File: src/rtl/video_pattern_gen_if.sv
// Pixel stream bundle carried from the pattern source to a sink such as hdmi_tx.
// The master drives the stream; the slave observes it.
interface video_pattern_gen_if;
    logic [23:0] rgb_out;
    logic        de_out;
    logic        hsync_out;
    logic        vsync_out;
    logic        frame_start;

    modport master (
        output rgb_out,
        output de_out,
        output hsync_out,
        output vsync_out,
        output frame_start
    );

    modport slave (
        input rgb_out,
        input de_out,
        input hsync_out,
        input vsync_out,
        input frame_start
    );
endinterface

File: src/rtl/video_pattern_gen.sv
// Timing-compliant RGB/DE/sync source with built-in test patterns.
// Every output is registered one cycle behind the h/v counter state.
module video_pattern_gen #(
    parameter int H_ACTIVE = 1280,
    parameter int H_FP     = 110,
    parameter int H_SYNC   = 40,
    parameter int H_BP     = 220,
    parameter int V_ACTIVE = 720,
    parameter int V_FP     = 5,
    parameter int V_SYNC   = 5,
    parameter int V_BP     = 20,
    parameter bit HS_POL   = 1'b1,
    parameter bit VS_POL   = 1'b1
) (
    input  logic                       clk,
    input  logic                       rst,
    input  logic                       enable,
    input  logic [1:0]                 pattern_sel,
    video_pattern_gen_if.master        vid
);

    localparam int H_TOTAL = H_ACTIVE + H_FP + H_SYNC + H_BP;
    localparam int V_TOTAL = V_ACTIVE + V_FP + V_SYNC + V_BP;
    localparam int H_W     = $clog2(H_TOTAL);
    localparam int V_W     = $clog2(V_TOTAL);
    localparam int BAR_W   = H_ACTIVE / 8;
    localparam int B_W     = $clog2(BAR_W + 1);

    localparam logic [H_W-1:0] H_LAST = H_W'(H_TOTAL - 1);
    localparam logic [H_W-1:0] H_ACT  = H_W'(H_ACTIVE);
    localparam logic [H_W-1:0] HS_BEG = H_W'(H_ACTIVE + H_FP);
    localparam logic [H_W-1:0] HS_END = H_W'(H_ACTIVE + H_FP + H_SYNC);
    localparam logic [V_W-1:0] V_LAST = V_W'(V_TOTAL - 1);
    localparam logic [V_W-1:0] V_ACT  = V_W'(V_ACTIVE);
    localparam logic [V_W-1:0] VS_BEG = V_W'(V_ACTIVE + V_FP);
    localparam logic [V_W-1:0] VS_END = V_W'(V_ACTIVE + V_FP + V_SYNC);
    localparam logic [B_W-1:0] BAR_LAST = B_W'(BAR_W - 1);

    typedef enum logic {ST_IDLE, ST_RUN} state_t;

    state_t         state_q, state_d;
    logic [1:0]     sel_q, sel_d;
    logic [H_W-1:0] h_cnt_q, h_cnt_d;
    logic [V_W-1:0] v_cnt_q, v_cnt_d;
    logic [7:0]     frame_cnt_q, frame_cnt_d;
    logic [B_W-1:0] bar_cnt_q, bar_cnt_d;
    logic [2:0]     bar_idx_q, bar_idx_d;
    logic [23:0]    rgb_q, rgb_d;
    logic           de_q, de_d;
    logic           hs_q, hs_d;
    logic           vs_q, vs_d;
    logic           fs_q, fs_d;

    logic           run;
    logic [1:0]     cur_sel;
    logic           h_last;
    logic           v_last;
    logic [7:0]     x_lo;
    logic [7:0]     y_lo;
    logic [23:0]    pix;

    // While idle the live inputs stand in for the latched ones, so a frame starts on the enabling cycle.
    assign run     = (state_q == ST_RUN) || enable;
    assign cur_sel = (state_q == ST_RUN) ? sel_q : pattern_sel;
    assign h_last  = (h_cnt_q == H_LAST);
    assign v_last  = (v_cnt_q == V_LAST);
    assign x_lo    = 8'(h_cnt_q);
    assign y_lo    = 8'(v_cnt_q);

    function automatic logic [23:0] bar_colour(input logic [2:0] idx);
        logic [23:0] c;
        case (idx)
            3'd0:    c = 24'hFFFFFF;
            3'd1:    c = 24'h00FFFF;
            3'd2:    c = 24'hFFFF00;
            3'd3:    c = 24'h00FF00;
            3'd4:    c = 24'hFF00FF;
            3'd5:    c = 24'h0000FF;
            3'd6:    c = 24'hFF0000;
            default: c = 24'h000000;
        endcase
        return c;
    endfunction

    always_comb begin
        pix = '0;
        case (cur_sel)
            2'd0:    pix = bar_colour(bar_idx_q);
            2'd1:    pix = {x_lo, x_lo, x_lo};
            2'd2:    pix = (x_lo[5] ^ y_lo[5]) ? 24'hFFFFFF : 24'h000000;
            default: pix = {frame_cnt_q, y_lo, x_lo + frame_cnt_q};
        endcase
    end

    always_comb begin
        state_d     = state_q;
        sel_d       = sel_q;
        h_cnt_d     = h_cnt_q;
        v_cnt_d     = v_cnt_q;
        frame_cnt_d = frame_cnt_q;
        bar_cnt_d   = bar_cnt_q;
        bar_idx_d   = bar_idx_q;
        rgb_d       = '0;
        de_d        = 1'b0;
        hs_d        = ~HS_POL;
        vs_d        = ~VS_POL;
        fs_d        = 1'b0;

        if (run) begin
            de_d    = (h_cnt_q < H_ACT) && (v_cnt_q < V_ACT);
            rgb_d   = de_d ? pix : '0;
            hs_d    = ((h_cnt_q >= HS_BEG) && (h_cnt_q < HS_END)) ? HS_POL : ~HS_POL;
            vs_d    = ((v_cnt_q >= VS_BEG) && (v_cnt_q < VS_END)) ? VS_POL : ~VS_POL;
            fs_d    = (h_cnt_q == '0) && (v_cnt_q == '0);
            state_d = ST_RUN;
            if (state_q == ST_IDLE) begin
                sel_d = pattern_sel;
            end

            if (h_last) begin
                h_cnt_d   = '0;
                bar_cnt_d = '0;
                bar_idx_d = '0;
                v_cnt_d   = v_last ? '0 : v_cnt_q + 1'b1;
                if (v_last) begin
                    state_d     = enable ? ST_RUN : ST_IDLE;
                    sel_d       = pattern_sel;
                    frame_cnt_d = frame_cnt_q + 8'd1;
                end
            end else begin
                h_cnt_d = h_cnt_q + 1'b1;
                // Bar index advances once per BAR_W pixels and sticks at 7 for any remainder.
                if (bar_cnt_q == BAR_LAST) begin
                    bar_cnt_d = '0;
                    if (bar_idx_q != 3'd7) begin
                        bar_idx_d = bar_idx_q + 3'd1;
                    end
                end else begin
                    bar_cnt_d = bar_cnt_q + 1'b1;
                end
            end
        end
    end

    always_ff @(posedge clk) begin
        if (rst) begin
            state_q     <= ST_IDLE;
            sel_q       <= '0;
            h_cnt_q     <= '0;
            v_cnt_q     <= '0;
            frame_cnt_q <= '0;
            bar_cnt_q   <= '0;
            bar_idx_q   <= '0;
            rgb_q       <= '0;
            de_q        <= 1'b0;
            hs_q        <= ~HS_POL;
            vs_q        <= ~VS_POL;
            fs_q        <= 1'b0;
        end else begin
            state_q     <= state_d;
            sel_q       <= sel_d;
            h_cnt_q     <= h_cnt_d;
            v_cnt_q     <= v_cnt_d;
            frame_cnt_q <= frame_cnt_d;
            bar_cnt_q   <= bar_cnt_d;
            bar_idx_q   <= bar_idx_d;
            rgb_q       <= rgb_d;
            de_q        <= de_d;
            hs_q        <= hs_d;
            vs_q        <= vs_d;
            fs_q        <= fs_d;
        end
    end

    assign vid.rgb_out     = rgb_q;
    assign vid.de_out      = de_q;
    assign vid.hsync_out   = hs_q;
    assign vid.vsync_out   = vs_q;
    assign vid.frame_start = fs_q;

endmodule

File: src/flat_wrapper.sv
// flat-port wrapper written by rule: the top's interface ports become plain ports
module video_pattern_gen_flat 
#(
    parameter int H_ACTIVE = 1280,
    parameter int H_FP     = 110,
    parameter int H_SYNC   = 40,
    parameter int H_BP     = 220,
    parameter int V_ACTIVE = 720,
    parameter int V_FP     = 5,
    parameter int V_SYNC   = 5,
    parameter int V_BP     = 20,
    parameter bit HS_POL   = 1'b1,
    parameter bit VS_POL   = 1'b1
)
  (clk, rst, enable, pattern_sel, vid_rgb_out, vid_de_out, vid_hsync_out, vid_vsync_out, vid_frame_start);
  video_pattern_gen_if vid_i ();
  input  logic clk;
  input  logic rst;
  input  logic enable;
  input  logic [1:0] pattern_sel;
  output wire logic [$bits(vid_i.rgb_out)-1:0] vid_rgb_out;
  output wire logic [$bits(vid_i.de_out)-1:0] vid_de_out;
  output wire logic [$bits(vid_i.hsync_out)-1:0] vid_hsync_out;
  output wire logic [$bits(vid_i.vsync_out)-1:0] vid_vsync_out;
  output wire logic [$bits(vid_i.frame_start)-1:0] vid_frame_start;
  assign vid_rgb_out = vid_i.rgb_out;
  assign vid_de_out = vid_i.de_out;
  assign vid_hsync_out = vid_i.hsync_out;
  assign vid_vsync_out = vid_i.vsync_out;
  assign vid_frame_start = vid_i.frame_start;
  video_pattern_gen #(.H_ACTIVE(H_ACTIVE), .H_FP(H_FP), .H_SYNC(H_SYNC), .H_BP(H_BP), .V_ACTIVE(V_ACTIVE), .V_FP(V_FP), .V_SYNC(V_SYNC), .V_BP(V_BP), .HS_POL(HS_POL), .VS_POL(VS_POL)) u_core (.clk(clk), .rst(rst), .enable(enable), .pattern_sel(pattern_sel), .vid(vid_i));
endmodule
File: config.mk
export PLATFORM = sky130hd
export DESIGN_NAME = video_pattern_gen_flat
export DESIGN_NICKNAME = d
export VERILOG_FILES = /design/src/rtl/video_pattern_gen_if.sv /design/src/rtl/video_pattern_gen.sv /design/src/flat_wrapper.sv
export SDC_FILE = /design/constraint.sdc
export NUM_CORES = 1
export LEC_CHECK = 0
export ABC_AREA = 1
export CORE_MARGIN = 1.5
export CORE_UTILIZATION = 50
export CTS_BUF_LIST = sky130_fd_sc_hd__clkbuf_8
export DETAILED_ROUTE_END_ITERATION = 10
export PLACE_DENSITY_LB_ADDON = 0.3
export SYNTH_ARGS = -nofsm -noshare
export SYNTH_HDL_FRONTEND = slang
export SYNTH_SLANG_ARGS = --single-unit
export TNS_END_PERCENT = 20
File: constraint.sdc
create_clock -name clk -period 4.2 [get_ports clk]
set_clock_uncertainty 0.2 [all_clocks]
set_input_delay 0.42 -clock clk [delete_from_list [all_inputs] [get_ports clk]]
set_output_delay 0.42 -clock clk [all_outputs]
set_load 0.005 [all_outputs]
==> results.sh <==
export IMPL_status="finished, final reports clean"
export IMPL_grt_pass1_wl_um=15900
export IMPL_synthTopCellsByCount="126 x nand2_1, 71 x dfxtp_1, 63 x inv_1"
export IMPL_clk_path_buf_depth=2
export IMPL_design_die_area_um2=8510
export IMPL_slew_violations=0
export IMPL_ys_top_cells_by_area="dfxtp_1 36%, nand2_1 12%, ha_1 6.9%"
export IMPL_ys_flop_type="dfxtp_1"
export IMPL_synth_adder_area_share=0.0741
export IMPL_htree_num_levels=3
export IMPL_path_cells="clkdlybuf4s50_1, nor2_2, nor2_4, o21ai_1, nor2_1, nand2_1, a21oi_1"
export IMPL_grt_setup_unrepaired="no"
export IMPL_ir_worst_vdd_mv=0.186
export IMPL_n_antenna_cell=0
export IMPL_drive_above_1_share=0.0889
export IMPL_area_growth_pct=15.2
export IMPL_crit_type="in2reg"
export IMPL_post_cts_buffers=0
export IMPL_synth_xor_area_share=0.0352
export IMPL_worst_pin_slew_ns=0.930
export IMPL_fmax_mhz=416
export IMPL_grt_util_all_layers=0.236
export IMPL_synth_cell_type_count=39
export IMPL_cp_top_family="simple AND/OR/NAND/NOR gates"
export IMPL_yosysSeqAreaShare=0.357
export IMPL_ant_nets=0
export IMPL_grt_overflow_total=0
export IMPL_synth_simple_area_share=0.325
export IMPL_place_ws_ns=1.45
export IMPL_path_max_fanout=25
export IMPL_finalSetupViolCount=0
export IMPL_leakagePower_nw=1.91
export IMPL_place_congestion=0.912
export IMPL_cts_tree="yes"
export IMPL_cts_resized=0
export IMPL_numCtsBuffers=9
export IMPL_fin_nets=608
export IMPL_wire_per_inst_um=13.7
export IMPL_cts_sinks=71
export IMPL_hpwlAfterDp_um=7140
export IMPL_worst_slack_ns=1.79
export IMPL_arrival_ns=2.41
export IMPL_drt_pass1_iter_count=5
export IMPL_synth_avg_cell_area_um2=7.23
export IMPL_powerDensity_nw_per_um2=334
export IMPL_postCtsHoldBufs=0
export IMPL_grt_pass1_vias=3484
export IMPL_synth_cells=551
export IMPL_clk_latency_ns=0.35
export IMPL_syn_nets=579
export IMPL_die_h_um=92.2
export IMPL_final_setup_tns_ns=0
export IMPL_dr_first_iter_drc_count=302
export IMPL_synth_top_area_cell="dfxtp_1"
export IMPL_syn_area_um2=3980
export IMPL_ys_warn_count=0
export IMPL_slew_headroom=0.379
export IMPL_synth_top_area_frac=0.357
export IMPL_cts_root_buffer="clkbuf_8"
export IMPL_critPathLaunchType="input pin"
export IMPL_start_util=0.515
export IMPL_synth_top_family_by_area="simple AND/OR/NAND/NOR gates"
export IMPL_port_buffers=32
export IMPL_coreArea_um2=7730
export IMPL_synth_edf_count=0
export IMPL_cp_end_kind="flop"
export IMPL_layout_min_cycle_time_ns=2.41
export IMPL_synthMuxAreaShare=0
export IMPL_yosysMostFrequentCell="nand2_1"
export IMPL_worst_path_buf_inv=1
export IMPL_ys_ff_latch=71
export IMPL_worstPathRequired_ns=4.21
export IMPL_num_vias=3707
export IMPL_cts_clk_slew_worst_paths_ns=0.08
export IMPL_grt_max_degree=26
export IMPL_antenna_found_initial=0
export IMPL_drc=0
export IMPL_rows=32
export IMPL_wl_um=9420
export IMPL_max_stage_delay_ns=0.62
export IMPL_hold_violations=0
export IMPL_hold_class="reg2reg"
export IMPL_synthArstFlopShare=0
export IMPL_num_io_pins=33
export IMPL_n_fill_cell=693
export IMPL_synth_compound_area_frac=0.110
export IMPL_cap_violations=0
export IMPL_finalCritPeriodShare=0.573
export IMPL_via_per_inst=5.40
export IMPL_slowest_stage="nor2_2"
export IMPL_die_width_um=92.2
-- sequential cells by signal (all words and copies together), names as in the netlist --
signal and count:
u_core.vid.de_out 1, u_core.bar_idx_q 3, u_core.bar_cnt_q 8, u_core.h_cnt_q 11, u_core.v_cnt_q 10, u_core.vid.frame_start 1
u_core.vid.hsync_out 1, u_core.vid.rgb_out 24, u_core.frame_cnt_q 8, u_core.state_q 1, u_core.vid.vsync_out 1, u_core.sel_q 2
-- placed cells by master (no fill, tap or decap), drive strengths merged, types with 2 or more instances in the layout --
cell type / count
nor3b: 3
a21oi: 31
a31oi: 19
o211ai: 2
xnor2: 4
clkbuf: 10
nand2: 133
bufinv: 3
nor3: 10
nor4: 2
inv: 74
xor2: 12
ha: 22
nand3b: 3
o21ai: 27
nand4: 14
nor2: 70
clkdlybuf4s50: 32
nand3: 36
dfxtp: 71
-- routing by layer --
metal	track usage	vias up	wire [um]
met5	0	-	0
met3	0.0506	19	587
met4	0.105	0	197
met2	0.383	136	4410
met1	0.300	1697	4230
li1	-	1855	-
-- report_power, final --
part | total, W | switching, W | internal (W)
registers | 0.000710 | 0.0000123 | 0.000698
logic | 0.000132 | 0.0000746 | 0.0000573
clock network | 0.000689 | 0.000275 | 0.000415
total | 0.00153 | 0.000361 | 0.00117
-- final timing paths --
path                                      from                                to  slack (ns)  cells after the start
hold / removal    u_core.sel_q[0]$_SDFFE_PP0N_      u_core.sel_q[0]$_SDFFE_PP0N_        0.27                      2
setup / recovery                        enable  u_core.vid.rgb_out[7]$_SDFF_PP0_        1.79                      7
hold reg to reg   u_core.sel_q[0]$_SDFFE_PP0N_      u_core.sel_q[0]$_SDFFE_PP0N_        0.27                      2
setup reg to reg   u_core.state_q$_SDFFE_PP0N_  u_core.vid.rgb_out[7]$_SDFF_PP0_        1.88                      6
-- cells by family after synthesis --
| kind of cell | after synthesis |
|---|---|
| AO/OA/AOI/OAI | 81 |
| XOR/XNOR | 16 |
| adder cells (fa/ha/maj) | 23 |
| buffers and inverters | 88 |
| flip-flops | 71 |
| AND/OR/NAND/NOR | 272 |
-- stage by stage --
step	std cells	utilization	total power (W)	area, um2	hold WS (ns)
after floorplan	551	-	0.000798	3980	0.234
after global placement	671	0.561	0.000854	4340	0.247
after detailed placement	671	0.561	0.000857	4340	0.256
after CTS	687	0.594	0.00154	4590	0.268
after global routing	687	0.594	0.00159	4590	0.293
final	687	0.594	0.00153	4590	0.267
-- tightest hold or removal path, delay by kind of cell (launching register included) --
kind	cells	cell delay, ns
DFF	1	0.31
and+or+nand+nor	1	0.06
AOI/OAI and AO/OA	1	0.05
-- final cells by class --
| class | count | area (um2) | area share |
|---|---|---|---|
| flip-flops and latches | 71 | 1420 | 0.310 |
| clock buffers | 10 | 138 | 0.0300 |
| well taps | 102 | 128 | 0.0278 |
| repair buffers | 33 | 328 | 0.0714 |
| clock inverters | 6 | 115 | 0.0251 |
| multi-input cells | 392 | 2170 | 0.473 |
| inverters | 73 | 289 | 0.0630 |
Note: power is estimated with default switching activity, not from simulation.
